### config.mk
export PLATFORM = sky130hd
export DESIGN_NAME = sweep_scheduler
export DESIGN_NICKNAME = d
export VERILOG_FILES = /design/src/rtl/sweep_scheduler.sv
export SDC_FILE = /design/constraint.sdc
export NUM_CORES = 1
export LEC_CHECK = 0
export ABC_AREA = 0
export ABC_CLOCK_PERIOD_IN_PS = 6000
export BUFFER_PORTS_ARGS = -buffer_cell sky130_fd_sc_hd__buf_2
export CAP_MARGIN = 20
export CORE_UTILIZATION = 60
export DETAILED_ROUTE_END_ITERATION = 6
export HOLD_SLACK_MARGIN = 0.05
export PLACE_DENSITY_LB_ADDON = 0.2
export SYNTH_ARGS = -nofsm -noshare
export SYNTH_HDL_FRONTEND = slang
export SYNTH_SLANG_ARGS = --single-unit
export TNS_END_PERCENT = 10
### constraint.sdc
create_clock -name clk -period 6 [get_ports clk]
set_clock_uncertainty 0.1 [all_clocks]
set_input_delay 1.2 -clock clk [delete_from_list [all_inputs] [get_ports clk]]
set_output_delay 1.2 -clock clk [all_outputs]
set_load 0.005 [all_outputs]
### src/rtl/sweep_scheduler.sv
//==============================================================================
// sweep_scheduler: lighthouse frame sequencer (sync decode, capture window,
// publish with data_ready/ack handshake).          Revision: 1.0
//==============================================================================
`default_nettype none

module sweep_scheduler #(
  parameter int NSENS     = 4,
  parameter int CNT_W     = 19,
  parameter int SYNC_BASE = 3125,
  parameter int SYNC_STEP = 521,
  parameter int SWEEP_LEN = 400000
) (
  input  logic             clk,
  input  logic             rst_n,
  input  logic             sync_in,
  input  logic [NSENS-1:0] sens_ready,
  input  logic             host_busy,
  input  logic             host_ack,
  output logic             mask_en,
  output logic             cap_clr,
  output logic             latch,
  output logic             data_ready,
  output logic             axis,
  output logic             ootx_bit,
  output logic             ootx_valid,
  output logic [NSENS-1:0] hit_mask,
  output logic [7:0]       frame_cnt,
  output logic             overrun,
  output logic             sync_err
);

  localparam int T_LO = SYNC_BASE - SYNC_STEP / 2;
  localparam int T_HI = SYNC_BASE + 7 * SYNC_STEP - SYNC_STEP / 2 + SYNC_STEP;
  localparam logic [CNT_W-1:0] CNT_ONE   = CNT_W'(1);
  localparam logic [CNT_W-1:0] CNT_MAX   = '1;
  localparam logic [CNT_W-1:0] SWEEP_END = CNT_W'(SWEEP_LEN - 1);

  typedef enum logic [1:0] {
    IDLE  = 2'd0,
    MEAS  = 2'd1,
    SWEEP = 2'd2,
    PUB   = 2'd3
  } state_t;

  state_t           state, state_nxt;
  logic             sync_d;
  logic             sync_rise;
  logic [CNT_W-1:0] width_cnt;
  logic [CNT_W-1:0] sweep_cnt;
  logic             dec_axis;
  int               width_i;
  logic [2:0]       k;
  logic             dec_err;
  logic             start_meas;
  logic             decode_evt;
  logic             publish;

  assign sync_rise = sync_in & ~sync_d;
  assign width_i   = int'(width_cnt);

  // k is the highest code whose lower threshold the measured width reaches
  always_comb begin
    k = 3'd0;
    for (int i = 0; i < 8; i++) begin
      if (width_i >= SYNC_BASE + i * SYNC_STEP - SYNC_STEP / 2) k = 3'(i);
    end
  end

  assign dec_err = (width_i < T_LO) || (width_i >= T_HI);

  always_ff @(posedge clk or negedge rst_n) begin
    if (!rst_n) state <= IDLE;
    else        state <= state_nxt;
  end

  always_comb begin
    state_nxt  = state;
    start_meas = 1'b0;
    decode_evt = 1'b0;
    publish    = 1'b0;
    case (state)
      IDLE: begin
        if (sync_rise) begin
          state_nxt  = MEAS;
          start_meas = 1'b1;
        end
      end
      MEAS: begin
        if (!sync_in) begin
          decode_evt = 1'b1;
          state_nxt  = (dec_err || k[2]) ? IDLE : SWEEP;
        end
      end
      SWEEP: begin
        if (sync_rise) begin
          state_nxt  = MEAS;
          start_meas = 1'b1;
        end else if (sweep_cnt == SWEEP_END) begin
          state_nxt = PUB;
        end
      end
      PUB: begin
        if (!host_busy) begin
          publish   = 1'b1;
          state_nxt = IDLE;
        end else if (sync_rise) begin
          state_nxt  = MEAS;
          start_meas = 1'b1;
        end
      end
      default: state_nxt = IDLE;
    endcase
  end

  assign mask_en = (state == SWEEP);
  assign latch   = publish;

  always_ff @(posedge clk or negedge rst_n) begin
    if (!rst_n) begin
      sync_d     <= 1'b0;
      width_cnt  <= '0;
      sweep_cnt  <= '0;
      dec_axis   <= 1'b0;
      cap_clr    <= 1'b0;
      sync_err   <= 1'b0;
      ootx_valid <= 1'b0;
      ootx_bit   <= 1'b0;
      hit_mask   <= '0;
      axis       <= 1'b0;
      frame_cnt  <= 8'd0;
      data_ready <= 1'b0;
      overrun    <= 1'b0;
    end else begin
      sync_d <= sync_in;

      if (start_meas)
        width_cnt <= CNT_ONE;
      else if (state == MEAS && sync_in && width_cnt != CNT_MAX)
        width_cnt <= width_cnt + CNT_ONE;

      if (state != SWEEP)
        sweep_cnt <= '0;
      else if (sweep_cnt != CNT_MAX)
        sweep_cnt <= sweep_cnt + CNT_ONE;

      cap_clr    <= decode_evt && !dec_err && !k[2];
      sync_err   <= decode_evt && dec_err;
      ootx_valid <= decode_evt && !dec_err;
      if (decode_evt && !dec_err) begin
        ootx_bit <= k[1];
        dec_axis <= k[0];
      end

      // A publish in the same cycle as host_ack keeps data_ready set
      if (publish) begin
        hit_mask   <= sens_ready;
        axis       <= dec_axis;
        frame_cnt  <= frame_cnt + 8'd1;
        data_ready <= 1'b1;
        if (data_ready) overrun <= 1'b1;
      end else if (host_ack) begin
        data_ready <= 1'b0;
      end
    end
  end

endmodule

`default_nettype wire

==> results of run 1 <==
==> layer usage <==
layer  GRT usage, %  vias to the layer above
li1               -                     1323
met1           32.7                     1273
met2           40.8                       92
met3           8.12                       26
met4           13.8                        0
met5              0                        -
==> final timing paths <==
path	start	endpoint	slack, ns	cells after the start
min in group asynchronous	rst_n	width_cnt[5]$_DFFE_PN0P_	0.91	2
hold reg to reg	overrun$_DFFE_PN0P_	overrun$_DFFE_PN0P_	0.37	1
setup reg to reg	width_cnt[3]$_DFFE_PN0P_	width_cnt[17]$_DFFE_PN0P_	3.63	6
setup / recovery	host_busy	latch	2.53	5
hold / removal	overrun$_DFFE_PN0P_	overrun$_DFFE_PN0P_	0.37	1
max in group asynchronous	rst_n	sweep_cnt[10]$_DFFE_PN0P_	4.40	2
==> worst max-delay path, cell delays in order <==
cell	delay, ns
buf_2	0.11
nand2b_1	0.14
or2_2	0.39
clkinv_1	0.18
buf_2	0.14
==> power by group <==
| part | switching [uW] | internal, uW |
|---|---|---|
| registers | 18.3 | 417 |
| logic | 29.7 | 19.3 |
| clock network | 157 | 183 |
==> state kept, by name, summed over array words and instances (netlist names), 2 cells and up <==
| register | flops |
|---|---|
| frame_cnt | 8 |
| hit_mask | 4 |
| state | 2 |
| sweep_cnt | 19 |
| width_cnt | 19 |
==> through the flow <==
stage	instances	utilization (%)	setup WS [ns]	hold WS, ns
after floorplan	366	-	2.74	0.351
after global placement	450	64.3	2.55	0.339
after detailed placement	450	64.3	2.54	0.359
after CTS	466	67.7	2.53	0.376
after global routing	466	67.7	2.45	0.389
final	466	67.7	2.53	0.366
==> final cells by class <==
cell class                      instances  area (um2)
Inverter                               11        41.3
Clock buffer                           13         169
Tap cell                               72        90.1
Multi-Input combinational cell        275        1720
Clock inverter                          3        18.8
Timing Repair Buffer                   31         160
Fill cell                             437        1780
Sequential cell                        61        1530
==> cell families after synthesis <==
group | after synthesis | share of synthesized area [%]
buffers and inverters | 30 | 4.98
XOR/XNOR | 39 | 10.0
AO/OA/AOI/OAI | 50 | 10.9
AND/OR/NAND/NOR | 179 | 27.0
multiplexers | 2 | 0.622
adder cells (fa/ha/maj) | 5 | 1.83
flip-flops | 61 | 44.7
==> cell usage in the layout, fill, tap and decap left out, types with 2 or more instances in the layout <==
master,count
nor2_2,3
dfrtp_1,61
o21a_1,2
and3_1,10
o21ai_0,5
clkbuf_8,12
or4_1,3
inv_1,9
nand2_1,40
buf_4,2
a21oi_1,12
xnor2_1,17
nor4_1,4
clkinv_2,2
a31oi_1,2
nor3_2,2
o21ai_1,2
a211oi_1,4
nand2b_1,5
xor2_1,22
buf_2,29
ha_1,5
a21o_1,4
nand4_1,16
nand3b_1,2
nor3_1,5
a31o_1,3
nand3_1,21
a211o_1,2
nor2_1,54
==> Yosys cell counts (3+ instances only) <==
library cell  number
ha_1               5
o21ai_0            5
a21oi_1           12
nor2_2             3
a211oi_1           4
xor2_1            22
dfrtp_1           61
and3_1            10
nor4_1             4
inv_1              9
nand2b_1           5
buf_2              4
nand4_1           16
xnor2_1           17
or4_1              3
clkbuf_1           7
nor2_1            54
buf_6              6
nor3_1             5
a31o_1             3
nand2_1           40
nand3_1           21
a21o_1             4
==> results.sh, run 1 <==
export IMPL_startpoint_type="primary input"
export IMPL_grt_use_total_pct=26.2
export IMPL_grt_pass1_wl_mm=12.1
export IMPL_hpwl_mm=4.79
export IMPL_postCtsSetupBuffers=0
export IMPL_required_ns=4.70
export IMPL_relSlewSlack_pct=50.3
export IMPL_grt_start_max_net_pins=62
export IMPL_cp_arrival_ns=2.17
export IMPL_diodes=0
export IMPL_finalSetupTns_ns=0
export IMPL_cts_inserted_buffers=9
export IMPL_wl_met3_um=364
export IMPL_port_buffers=29
export IMPL_die_width_um=77.5
export IMPL_clkSinkCount=61
export IMPL_rsz0062_at_grt="no"
export IMPL_drt_antenna_violating_nets=0
export IMPL_syn_instance_count=366
export IMPL_vias_per_cell=5.82
export IMPL_yosysWarnings=0
export IMPL_clkTransAtPathRegs_ns=0.06
export IMPL_vias=2714
export IMPL_cts_tree="yes"
export IMPL_synth_flop_cell="dfrtp_1"
export IMPL_setup_viol=0
export IMPL_synth_top_cell_area_share_pct=44.7
export IMPL_drive_gt1_share_pct=17.0
export IMPL_syn_num_nets=380
export IMPL_power_density_mw_per_mm2=221
export IMPL_die_h_um=77.5
export IMPL_synth_avg_cell_area_um2=9.34
export IMPL_io_pins=30
export IMPL_dieArea_mm2=0.00600
export IMPL_yosys_top_cells_area="dfrtp_1 (45%), nor2_1 (5.9%), xor2_1 (5.6%)"
export IMPL_synth_seq_area_share_pct=44.7
export IMPL_synth_top_area_cell="dfrtp_1"
export IMPL_synth_enable_flop_cells=0
export IMPL_initial_utilization_pct=62.1
export IMPL_cp_max_fo=11
export IMPL_fin_crit_ns=3.47
export IMPL_drtPass1Iterations=4
export IMPL_fin_area_mm2=0.00373
export IMPL_synth_seq_cells=61
export IMPL_dpl_instance_area_mm2=0.00354
export IMPL_routedWlPerCell_um=15.2
export IMPL_ir_worst_vdd_uv=169
export IMPL_cts_buffer_depth=2
export IMPL_clock_latency_ns=0.34
export IMPL_timing_final_crit_share_pct=57.8
export IMPL_critical_path_class="primary input to output port"
export IMPL_cap_violations=0
export IMPL_wl_met1_mm=3.21
export IMPL_min_path_type="flop to flop"
export IMPL_outcome="complete, no violations"
export IMPL_wl_met2_mm=3.27
export IMPL_gp_congestion=0.937
export IMPL_rows=27
export IMPL_area_delta_synth_final_pct=9.04
export IMPL_p_leak_uw=0.00170
export IMPL_cts_hold_fix_buffers=0
export IMPL_hold_viol=0
export IMPL_yosysUniqueCellTypes=62
export IMPL_fmax_ghz=0.288
export IMPL_antenna_found_initial=0
export IMPL_end_kind="output port"
export IMPL_htree_levels=3
export IMPL_synth_area_mm2=0.00342
export IMPL_async_flop_share_pct=100
export IMPL_first_iter_violations=237
export IMPL_worst_pin_slew_ns=0.746
export IMPL_routed_wl_mm=7.09
export IMPL_cts_root_buf="clkbuf_8"
export IMPL_cts_resized=0
export IMPL_core_area_mm2=0.00551
export IMPL_drv_slew=0
export IMPL_drc_errors=0
export IMPL_nNetsFinal=403
export IMPL_gr_total_overflow=0
export IMPL_grt_pass1_vias=2582
export IMPL_highest_layer="met4"
export IMPL_power_uw=824
(Power assumes the default switching activity.)
==> run 2, diff against run 1 <==
--- a/config.mk
+++ b/config.mk
@@ -6,7 +6,7 @@
 export NUM_CORES = 1
 export LEC_CHECK = 0
 export ABC_AREA = 0
-export ABC_CLOCK_PERIOD_IN_PS = 6000
+export ABC_CLOCK_PERIOD_IN_PS = 3600
 export BUFFER_PORTS_ARGS = -buffer_cell sky130_fd_sc_hd__buf_2
 export CAP_MARGIN = 20
 export CORE_UTILIZATION = 60
==> constraint.sdc (replaced) <==
create_clock -name clk -period 3.6 [get_ports clk]
set_clock_uncertainty 0.1 [all_clocks]
set_input_delay 0.72 -clock clk [delete_from_list [all_inputs] [get_ports clk]]
set_output_delay 0.72 -clock clk [all_outputs]
set_load 0.005 [all_outputs]
==> run 2 against run 1 <==
Worst hold slack lost 0.23 ns. Clock-buffer cell count unchanged. Combinational power is 76% higher. Critical path type unchanged. Die area did not move. Sequential share of layout area down 0.34 points. Global-route usage rose by 1.3 points. Non-clock buffer count is 1 higher. First-iteration DRC count is 23% lower. Sequential power grew 66%. Cell count rose by 0.21%.
==> results.sh, run 2 (synthesized netlist as in run 1, its figures left out) <==
export IMPL_outcome="complete, no violations"
export IMPL_p_leak_uw=0.00171
export IMPL_slowest_stage="or2_2"
export IMPL_clkTransAtPathRegs_ns=0.07
export IMPL_path_common_cell="buf_2"
export IMPL_cp_max_fo=11
export IMPL_first_iter_violations=182
export IMPL_antenna_found_initial=0
export IMPL_reg2reg_slack_ns=1.27
export IMPL_vias_per_cell=5.86
export IMPL_routedWlPerCell_um=15.6
export IMPL_grt_pass1_vias=2721
export IMPL_cts_root_buf="clkbuf_8"
export IMPL_final_common_cell="dfrtp_1"
export IMPL_drc_errors=0
export IMPL_setup_viol=0
export IMPL_ir_worst_vdd_uv=321
export IMPL_drtPass1Iterations=4
export IMPL_r2r_start="width_cnt[1]$_DFFE_PN0P_"
export IMPL_top_regs="sweep_cnt: 19 flops, width_cnt: 19 flops, frame_cnt: 8 flops"
export IMPL_diodes=0
export IMPL_vias=2735
export IMPL_core_area_mm2=0.00551
export IMPL_die_width_um=77.5
export IMPL_cp_arrival_ns=1.71
export IMPL_postCtsSetupBuffers=0
export IMPL_path_buf_inv=3
export IMPL_startpoint_type="primary input"
export IMPL_end_kind="output port"
export IMPL_nNetsFinal=404
export IMPL_critical_path_class="primary input to output port"
export IMPL_gp_congestion=0.926
export IMPL_gr_total_overflow=0
export IMPL_fin_crit_ns=2.53
export IMPL_hpwl_mm=5.08
export IMPL_crit_path_end="latch"
export IMPL_cts_buffer_depth=2
export IMPL_r2r_end="ootx_bit$_DFFE_PN0P_"
export IMPL_crit_path_start="host_busy"
export IMPL_drv_slew=0
export IMPL_multi_input_area_mm2=0.00172
export IMPL_min_path_type="primary input to async pin"
export IMPL_cpLargestDelayFamily="simple AND/OR/NAND/NOR gates"
export IMPL_htree_levels=3
export IMPL_final_cell_mix="dfrtp_1 (61), nor2_1 (54), nand2_1 (40), buf_2 (29), xor2_1 (22)"
export IMPL_fill_cells=423
export IMPL_worst_pin_slew_ns=0.750
export IMPL_grt_pass1_wl_mm=12.7
export IMPL_power_density_mw_per_mm2=385
export IMPL_rows=27
export IMPL_timing_final_crit_share_pct=70.2
export IMPL_clkSinkCount=61
export IMPL_cts_hold_fix_buffers=0
export IMPL_crit_chain="buf_2 > nand2b_1 > or2_2 > clkinv_1 > buf_2"
export IMPL_routed_wl_mm=7.28
export IMPL_cts_tree="yes"
export IMPL_die_h_um=77.5
export IMPL_cp_num_cells=5
export IMPL_relSlewSlack_pct=50.0
export IMPL_grt_start_max_net_pins=31
export IMPL_drive_gt1_share_pct=17.2
export IMPL_hold_viol=0
export IMPL_drt_antenna_violating_nets=0
export IMPL_clock_latency_ns=0.34
export IMPL_regArea_mm2=0.00153
export IMPL_dieArea_mm2=0.00600
export IMPL_required_ns=2.78
export IMPL_finalSetupTns_ns=0
export IMPL_grt_use_total_pct=27.5
export IMPL_rr_worst_depth=7
export IMPL_cts_resized=0
export IMPL_cts_inserted_buffers=9
export IMPL_io_pins=30
export IMPL_utilization_pct=68.2
export IMPL_rsz0062_at_grt="no"
export IMPL_cap_violations=0
export IMPL_fmax_ghz=0.396
export IMPL_initial_utilization_pct=62.1
export IMPL_holdWs_ns=0.141
export IMPL_area_delta_synth_final_pct=9.96
export IMPL_port_buffers=29
export IMPL_slowest_delay_ns=0.39
run 2: cell count changes in the layout (fill, tap and decap cells not counted):
cell | previous run | this run
buf_4 | 2 | 3
bufinv_16 | 0 | 1
clkinv_2 | 2 | 1
clkinv_4 | 1 | 0
clkinvlp_4 | 0 | 1
run 2: layer usage:
| layer | global-route usage [%] | vias up | part of all wire (%) |
|---|---|---|---|
| met4 | 13.2 | 0 | 2.3 |
| li1 | - | 1323 | - |
| met5 | 0 | - | 0 |
| met2 | 42.0 | 89 | 46 |
| met3 | 6.12 | 17 | 5.0 |
| met1 | 37.2 | 1306 | 47 |
run 2: metrics by stage:
stage          worst slack (ns)  power (uW)  cells  area, um2
2_1_floorplan              1.30         789    366       3420
3_3_place_gp               1.11         816    451       3550
3_5_place_dp               1.08         821    451       3550
4_1_cts                    1.06        1460    467       3760
5_1_grt                   0.918        1500    467       3760
6_report                   1.07        1450    467       3760
run 2: how the worst min path moves through the flow:
stage / start / to / slack (ns) / cells after the start
final: rst_n / sweep_cnt[3]$_DFFE_PN0P_ / 0.14 / 1
after global routing: rst_n / sweep_cnt[1]$_DFFE_PN0P_ / 0.14 / 1
after CTS: rst_n / sweep_cnt[5]$_DFFE_PN0P_ / 0.14 / 1
after detailed placement: overrun$_DFFE_PN0P_ / overrun$_DFFE_PN0P_ / 0.34 / 1
after global placement: overrun$_DFFE_PN0P_ / overrun$_DFFE_PN0P_ / 0.34 / 1
after floorplan: rst_n / axis$_DFFE_PN0P_ / 0.32 / 0
run 2: worst reg2reg max path: cells and delay by family (launching register included):
family,cells,cell delay [ns]
AO/OA/AOI/OAI,5,1.00
flip-flops,1,0.50
adder cells (fa/ha/maj),1,0.31
multiplexers,1,0.31
run 2: cell type report:
cell class	count	share of cell area (%)
clock buffer	13	4.50
clock inverter	3	1.13
inverter	11	1.10
multi-input combinational	275	45.8
sequential	61	40.6
tap	72	2.40
timing repair buffer	32	4.46
run 2: power by group:
group / switching (uW) / internal (uW) / leakage [uW]
Combinational: 53.5 / 32.6 / 0.000761
Sequential: 28.3 / 695 / 0.000844
Clock: 261 / 376 / 0.000106
==> run 3, diff against run 2 <==
--- a/config.mk
+++ b/config.mk
@@ -5,8 +5,8 @@
 export SDC_FILE = /design/constraint.sdc
 export NUM_CORES = 1
 export LEC_CHECK = 0
-export ABC_AREA = 0
-export ABC_CLOCK_PERIOD_IN_PS = 3600
+export ABC_AREA = 1
+export ABC_CLOCK_PERIOD_IN_PS = 2600
 export BUFFER_PORTS_ARGS = -buffer_cell sky130_fd_sc_hd__buf_2
 export CAP_MARGIN = 20
 export CORE_UTILIZATION = 60
==> constraint.sdc (replaced) <==
create_clock -name clk -period 2.6 [get_ports clk]
set_clock_uncertainty 0.1 [all_clocks]
set_input_delay 0.52 -clock clk [delete_from_list [all_inputs] [get_ports clk]]
set_output_delay 0.52 -clock clk [all_outputs]
set_load 0.005 [all_outputs]
==> run 3 against run 2 <==
Largest cell class unchanged. Global-route usage rose by 2.9 points. Synthesized cell count up 41%. Critical path type is now flop to flop. Highest routed layer unchanged. Total power grew 140%. Sequential power up 96%.
==> results.sh, run 3 <==
export IMPL_clock_latency_ns=0.35
export IMPL_vias=3567
export IMPL_fin_area_mm2=0.00414
export IMPL_syn_num_nets=530
export IMPL_top_regs="sweep_cnt: 19 flops, width_cnt: 19 flops, frame_cnt: 8 flops"
export IMPL_clkSinkCount=61
export IMPL_core_area_mm2=0.00599
export IMPL_grt_pass1_wl_mm=15.0
export IMPL_routed_wl_mm=9.00
export IMPL_required_ns=2.78
export IMPL_timing_final_crit_share_pct=91.6
export IMPL_synth_avg_cell_area_um2=7.29
export IMPL_dpl_instance_area_mm2=0.00398
export IMPL_setup_slack_ns=0.220
export IMPL_power_density_mw_per_mm2=844
export IMPL_cts_resized=0
export IMPL_grt_pass1_vias=3310
export IMPL_yosysWarnings=0
export IMPL_synth_seq_cells=61
export IMPL_fill_cells=522
export IMPL_setup_viol=0
export IMPL_grt_start_max_net_pins=32
export IMPL_p_leak_uw=0.00206
export IMPL_io_pins=30
export IMPL_drc_errors=0
export IMPL_initial_utilization_pct=62.8
export IMPL_synth_top_area_cell="dfrtp_1"
export IMPL_vias_per_cell=5.67
export IMPL_synth_seq_area_share_pct=40.6
export IMPL_gp_congestion=1.04
export IMPL_critical_path_class="flop to flop"
export IMPL_drtPass1Iterations=5
export IMPL_cts_buffer_depth=2
export IMPL_cp_arrival_ns=2.56
export IMPL_final_common_cell="nand2_1"
export IMPL_gr_total_overflow=0
export IMPL_regArea_mm2=0.00153
export IMPL_cts_hold_fix_buffers=0
export IMPL_slowest_delay_ns=0.42
export IMPL_cts_root_buf="clkbuf_8"
export IMPL_yosysUniqueCellTypes=39
export IMPL_hpwl_mm=6.76
export IMPL_slowest_stage="dfrtp_1"
export IMPL_clkTransAtPathRegs_ns=0.07
export IMPL_path_common_cell="nand2_1"
export IMPL_fin_crit_ns=2.38
export IMPL_async_flop_share_pct=100
export IMPL_drive_gt1_share_pct=14.1
export IMPL_first_iter_violations=309
export IMPL_synth_most_common_cell="nand2_1"
export IMPL_yosys_top_cells_area="dfrtp_1 (41%), nand2_1 (13%), nor2_1 (7.8%)"
export IMPL_ys_top_cells_by_count="nand2_1 (126), nor2_1 (78), dfrtp_1 (61), inv_1 (48), nand3_1 (41)"
export IMPL_postCtsSetupBuffers=0
export IMPL_min_path_type="primary input to async pin"
export IMPL_cap_violations=0
export IMPL_synth_area_mm2=0.00376
export IMPL_antenna_found_initial=0
export IMPL_rows=28
export IMPL_area_delta_synth_final_pct=10.1
export IMPL_ir_worst_vdd_uv=627
export IMPL_die_h_um=81.2
export IMPL_end_kind="flop"
export IMPL_crit_chain="ha_1 > nand2_1 > nor2_1 > nand2_1 > nor4_4 > nand4_1 > nand2_2 > nand2_4 > inv_2 > nand2_1 > nand2_1"
export IMPL_dieArea_mm2=0.00659
export IMPL_startpoint_type="flop"
export IMPL_drt_antenna_violating_nets=0
export IMPL_grt_use_total_pct=30.4
export IMPL_multi_input_area_mm2=0.00193
export IMPL_relSlewSlack_pct=54.0
export IMPL_worst_pin_slew_ns=0.689
export IMPL_final_cell_mix="nand2_1 (126), nor2_1 (78), dfrtp_1 (61), inv_1 (48), nand3_1 (41)"
export IMPL_synth_flop_cell="dfrtp_1"
export IMPL_port_buffers=29
export IMPL_cp_max_fo=27
export IMPL_cts_inserted_buffers=9
export IMPL_routedWlPerCell_um=14.3
export IMPL_drv_slew=0
export IMPL_nNetsFinal=563
export IMPL_outcome="complete, no violations"
export IMPL_power_uw=3500
export IMPL_die_width_um=81.2
export IMPL_synth_enable_flop_cells=0
export IMPL_fmax_ghz=0.420
export IMPL_hold_viol=0
export IMPL_synth_top_cell_area_share_pct=40.6
export IMPL_htree_levels=3
export IMPL_syn_instance_count=516
export IMPL_diodes=0
export IMPL_place_ws_ns=0.281
export IMPL_rsz0062_at_grt="no"
export IMPL_cts_tree="yes"
export IMPL_finalSetupTns_ns=0
-- run 3: cell count changes after synthesis, sizes merged, moves of 13 or more --
cell	delta
nand2	+89
inv	+50
nor2	+23
nand3	+20
o21ai	+20
nor3	+13
xnor2	-13
-- run 3: critical path: cells and delay by family, from the launching register on --
kind                       cells  cell delay [ns]
buffers and inverters          1             0.19
adders and majority gates      1             0.27
DFF                            1             0.42
and+or+nand+nor                9             1.32
-- run 3: area by class of cell --
type	instances	area share (%)
inverter	61	5.53
multi-input combinational	381	46.6
timing repair buffer	35	4.89
clock buffer	11	3.17
sequential	61	36.9
tap	75	2.27
clock inverter	5	0.665
-- run 3: routing by layer --
| metal | global-route usage, % | wire [um] | vias up |
|---|---|---|---|
| met4 | 17.1 | 351 | 0 |
| met5 | 0 | 0 | - |
| li1 | - | - | 1757 |
| met3 | 6.63 | 619 | 37 |
| met1 | 38.8 | 3880 | 1617 |
| met2 | 47.5 | 4150 | 156 |
-- run 3: logic make-up after synthesis --
| logic type | count (synthesis) | synth area share [%] |
|---|---|---|
| AO/OA/AOI/OAI | 58 | 9.88 |
| XOR/XNOR | 24 | 5.59 |
| adder cells (fa/ha/maj) | 5 | 1.66 |
| buffers and inverters | 74 | 8.05 |
| flip-flops | 61 | 40.6 |
| AND/OR/NAND/NOR | 294 | 34.2 |
-- run 3: through the flow --
step           util [%]  hold WS, ns  cells
3_3_place_gp       66.5        0.349    613
4_1_cts            69.1        0.128    629
6_report           69.1        0.116    629
5_1_grt            69.1        0.171    629
2_1_floorplan         -        0.124    516
3_5_place_dp       66.5        0.357    613
-- run 3: path summary, 6_finish.rpt --
check / from / cells after the start / endpoint / slack [ns]
hold / removal: rst_n / 1 / sweep_cnt[11]$_DFFE_PN0P_ / 0.12
setup reg to reg: width_cnt[0]$_DFFE_PN0P_ / 11 / width_cnt[2]$_DFFE_PN0P_ / 0.22
min in group clk: sync_in / 1 / sync_d$_DFF_PN0_ / 0.24
hold reg to reg: overrun$_DFFE_PN0P_ / 1 / overrun$_DFFE_PN0P_ / 0.37
setup / recovery: width_cnt[0]$_DFFE_PN0P_ / 11 / width_cnt[2]$_DFFE_PN0P_ / 0.22
max in group asynchronous: rst_n / 2 / width_cnt[8]$_DFFE_PN0P_ / 1.68
-- run 3: power by group --
group / switching, uW / total [uW] / internal, uW
Sequential: 255 / 1420 / 1160
Clock: 371 / 710 / 339
Combinational: 877 / 1370 / 490
Total: 1500 / 3500 / 1990
